==> src/rtl/seq_divider.sv <==
// Iterative unsigned restoring divider: one quotient bit per clock, with
// valid/ready handshakes on the operand and result sides.
module seq_divider #(
    parameter int WIDTH = 8
) (
    input  logic             clk,
    input  logic             rst_n,
    input  logic             in_valid,
    output logic             in_ready,
    input  logic [WIDTH-1:0] dividend,
    input  logic [WIDTH-1:0] divisor,
    output logic             out_valid,
    input  logic             out_ready,
    output logic [WIDTH-1:0] quotient,
    output logic [WIDTH-1:0] remainder,
    output logic             div_by_zero
);

    localparam int CNT_W = $clog2(WIDTH);

    typedef enum logic [1:0] {IDLE, BUSY, DONE} state_t;

    state_t             state_q, state_d;
    logic [WIDTH-1:0]   n_q, n_d;
    logic [WIDTH-1:0]   dvs_q, dvs_d;
    logic [WIDTH-1:0]   r_q, r_d;
    logic [CNT_W-1:0]   cnt_q, cnt_d;
    logic               dbz_q, dbz_d;

    logic [WIDTH:0]     trial;
    logic               fits;

    // Partial remainder shifted left with the next dividend bit appended.
    assign trial = {r_q, n_q[WIDTH-1]};
    assign fits  = (trial >= {1'b0, dvs_q});

    always_ff @(posedge clk or negedge rst_n) begin
        if (!rst_n) begin
            state_q <= IDLE;
            n_q     <= '0;
            dvs_q   <= '0;
            r_q     <= '0;
            cnt_q   <= '0;
            dbz_q   <= 1'b0;
        end else begin
            state_q <= state_d;
            n_q     <= n_d;
            dvs_q   <= dvs_d;
            r_q     <= r_d;
            cnt_q   <= cnt_d;
            dbz_q   <= dbz_d;
        end
    end

    always_comb begin
        state_d = state_q;
        n_d     = n_q;
        dvs_d   = dvs_q;
        r_d     = r_q;
        cnt_d   = cnt_q;
        dbz_d   = dbz_q;
        case (state_q)
            IDLE: begin
                if (in_valid) begin
                    dvs_d   = divisor;
                    dbz_d   = (divisor == '0);
                    state_d = BUSY;
                    if (divisor == '0) begin
                        // Result is final now; the single BUSY pass keeps the
                        // divide-by-zero latency at one cycle after acceptance.
                        n_d   = '1;
                        r_d   = dividend;
                        cnt_d = '0;
                    end else begin
                        n_d   = dividend;
                        r_d   = '0;
                        cnt_d = CNT_W'(WIDTH - 1);
                    end
                end
            end
            BUSY: begin
                if (dbz_q) begin
                    state_d = DONE;
                end else begin
                    r_d = fits ? (trial[WIDTH-1:0] - dvs_q) : trial[WIDTH-1:0];
                    n_d = {n_q[WIDTH-2:0], fits};
                    if (cnt_q == '0) begin
                        state_d = DONE;
                    end else begin
                        cnt_d = cnt_q - CNT_W'(1);
                    end
                end
            end
            DONE: begin
                if (out_ready) begin
                    state_d = IDLE;
                end
            end
            default: state_d = IDLE;
        endcase
    end

    assign in_ready    = (state_q == IDLE);
    assign out_valid   = (state_q == DONE);
    assign quotient    = n_q;
    assign remainder   = r_q;
    assign div_by_zero = dbz_q;

endmodule

==> config.mk <==
export PLATFORM = sky130hd
export DESIGN_NAME = seq_divider
export DESIGN_NICKNAME = d
export VERILOG_FILES = /design/src/rtl/seq_divider.sv
export SDC_FILE = /design/constraint.sdc
export NUM_CORES = 1
export LEC_CHECK = 0
export ABC_AREA = 1
export CAP_MARGIN = 25
export CELL_PAD_IN_SITES_DETAIL_PLACEMENT = 0
export CELL_PAD_IN_SITES_GLOBAL_PLACEMENT = 1
export CORE_MARGIN = 2
export CORE_UTILIZATION = 37
export CTS_CLUSTER_DIAMETER = 50
export CTS_CLUSTER_SIZE = 40
export DETAILED_ROUTE_END_ITERATION = 6
export PLACE_DENSITY_LB_ADDON = 0.1
export SKIP_CTS_REPAIR_TIMING = 1
export SYNTH_ARGS = -nofsm -noshare
export SYNTH_HDL_FRONTEND = slang
export SYNTH_SLANG_ARGS = --single-unit
==> constraint.sdc <==
create_clock -name clk -period 1.8 [get_ports clk]
set_input_delay 0.18 -clock clk [delete_from_list [all_inputs] [get_ports clk]]
set_output_delay 0.18 -clock clk [all_outputs]
set_load 0.05 [all_outputs]
==> qor.txt <==
full die area: 6079 um^2
synthesized area per cell: 7.179 um^2
first-pass GRT wire length: 8.887 mm
Period Utilization, post-route: 97.38%
H-Tree Depth: 2
slew margin rel.: 65.34%
I/O pins: 39
worst setup path class: register to register
global placement routability congestion: 0.8081
cell area after synthesis: 2024 um^2
CTS tree: done
Fillers: 490
die width: 77.97 um
pre-CTS setup slack: -146.5 ps
DRC: 0
clk buf depth: 2
syn nets: 313
post-synthesis sequential area ratio: 37.08%
share of post-route cells with drive strength above 1: 25.50%
DRT Pass-1 Iters: 4
status: completed
multi-input logic area: 1167 um^2
Reg clk slew, reported paths: 70 ps
clk sink count: 30
Tmin final: 1753 ps
crit start category: register
1st-iter DRT viols: 94
Yosys warnings: 0
initial antenna violation count: 0
Worst-Margin Slew: 519.1 ps
vias post-DR: 2000
fmax: 570.5 MHz
antenna fix cells: 0
Global Route Usage Sum: 18.46%
most frequent cells in the layout: nand2_1 (58), inv_1 (46), clkdlybuf4s50_1 (30)
Core ar.: 5205 um^2
final setup margin: 47.22 ps
vias in the first global route: 1898
Crit Path Max Fanout: 5
unrepaired setup endpoints after global routing: true
Layout area overhead: 45.12%
Hold Path Class: input pin to async pin
GRT overflow: 0
Routed wire per std cell: 13.19 um
crit path DAT: 1940 ps
Max-Cap Viols: 0
Reg area: 760.7 um^2
Fin. Hold Viols: 0
Buffers on Ports: 38
Setup violations, final: 0
initial core utilization: 38.89%
worst endpoint required time: 1980 ps
Final ANT Viol Nets: 0
CP endpoint kind: register
total CTS buffers: 5
cell count after synthesis: 282
chip height: 77.97 um
fin nets: 379
largest net degree at the start of global routing: 31
register bit total from synthesis: 30
most common cell after layout, fill and taps aside: nand2_1
Netlist cell types: 29
Fin Clk Skew: 4.986 ps
Detailed Place HPWL: 3.915 mm
Skew-Pair Late Insertion Delay: 290 ps
total wire length: 5.526 mm
clock root buffer: clkbuf_8
FP Rows: 26
Vias/cell: 4.773
max-slew violation count: 0
synth_stat cells (all sizes together):
cell type | number | share of area, %
clkbuf | 1 | 0.25
o22ai | 1 | 0.31
nand4 | 8 | 2.5
xnor2 | 3 | 1.3
o21ai | 29 | 7.7
xor2 | 1 | 0.43
a21oi | 16 | 4.0
nand3b | 4 | 1.5
o31ai | 1 | 0.37
buf | 8 | 2.2
a31oi | 1 | 0.31
or2 | 3 | 0.93
nand3 | 28 | 7.2
fa | 1 | 0.99
nor3 | 1 | 0.25
ha | 10 | 6.2
inv | 57 | 11
nand2 | 62 | 12
dfrtp | 30 | 37
nor2 | 17 | 4.0
cell families (layout without fill, tap and decap cells):
logic type,count (synthesis),after routing,synth area share [%]
and+or+nand+nor,123,125,28.31
buffers and inverters,66,131,13.04
AOI/OAI and AO/OA,48,48,12.67
DFF,30,30,37.08
adders and majority gates,11,11,7.169
xor gates and xnor gates,4,4,1.731
state kept, by name, indices dropped and copies added, names as in the netlist:
name / count
dvs_q: 8
quotient: 8
remainder: 8
cnt_q: 3
state_q: 2
div_by_zero: 1
worst max-delay path: stages, from the launching register on:
cell	delay, ps
dfrtp_1	390
inv_2	100
ha_4	220
inv_4	80
nor2_4	40
nand3b_1	120
nor2_4	60
nor2_4	210
nand2_2	130
nand3_1	90
nand3_1	70
nand2_1	70
inv_1	50
layout make-up:
type                            count  area share [%]
Clock inverter                      2          0.4259
Inverter                           57           7.368
Multi-Input combinational cell    188           39.74
Clock buffer                        6           2.811
Timing Repair Buffer               66           20.78
Tap cell                           70           2.981
Sequential cell                    30           25.89
routing by layer:
metal	GRT usage [%]	vias to the layer above	routed length (um)
met5	0	-	0
met4	4.737	0	56
met3	3.953	6	249
met2	30.60	46	2609
met1	24.47	913	2611
li1	-	1035	-
final timing paths:
kind	end	slack, ps	from	cells after the start
max	remainder[4]	50	dvs_q[7]	12
min	quotient[5]	280	rst_n	2
max reg2reg	remainder[4]	50	dvs_q[7]	12
min reg2reg	dvs_q[3]	490	dvs_q[3]	2
max in group asynchronous	remainder[3]	1190	rst_n	2
min in group clk	state_q[1]	450	out_ready	2
through the flow:
stage / hold slack [ps] / utilization [%] / setup TNS [ps] / cells / area [um^2]
global placement: 467.7 / 48.94 / -837.7 / 394 / 2547
global route: 341.4 / 56.44 / -225.0 / 419 / 2938
floorplan: -115.6 / - / 0 / 282 / 2042
finish: 281.8 / 56.44 / 0 / 419 / 2938
detailed placement: 473.5 / 48.94 / -839.0 / 394 / 2547
CTS: 309.7 / 50.77 / -1019 / 402 / 2643
Power is not shown: default switching activity piles up to over one toggle a cycle in this logic, so the estimate is an artifact.
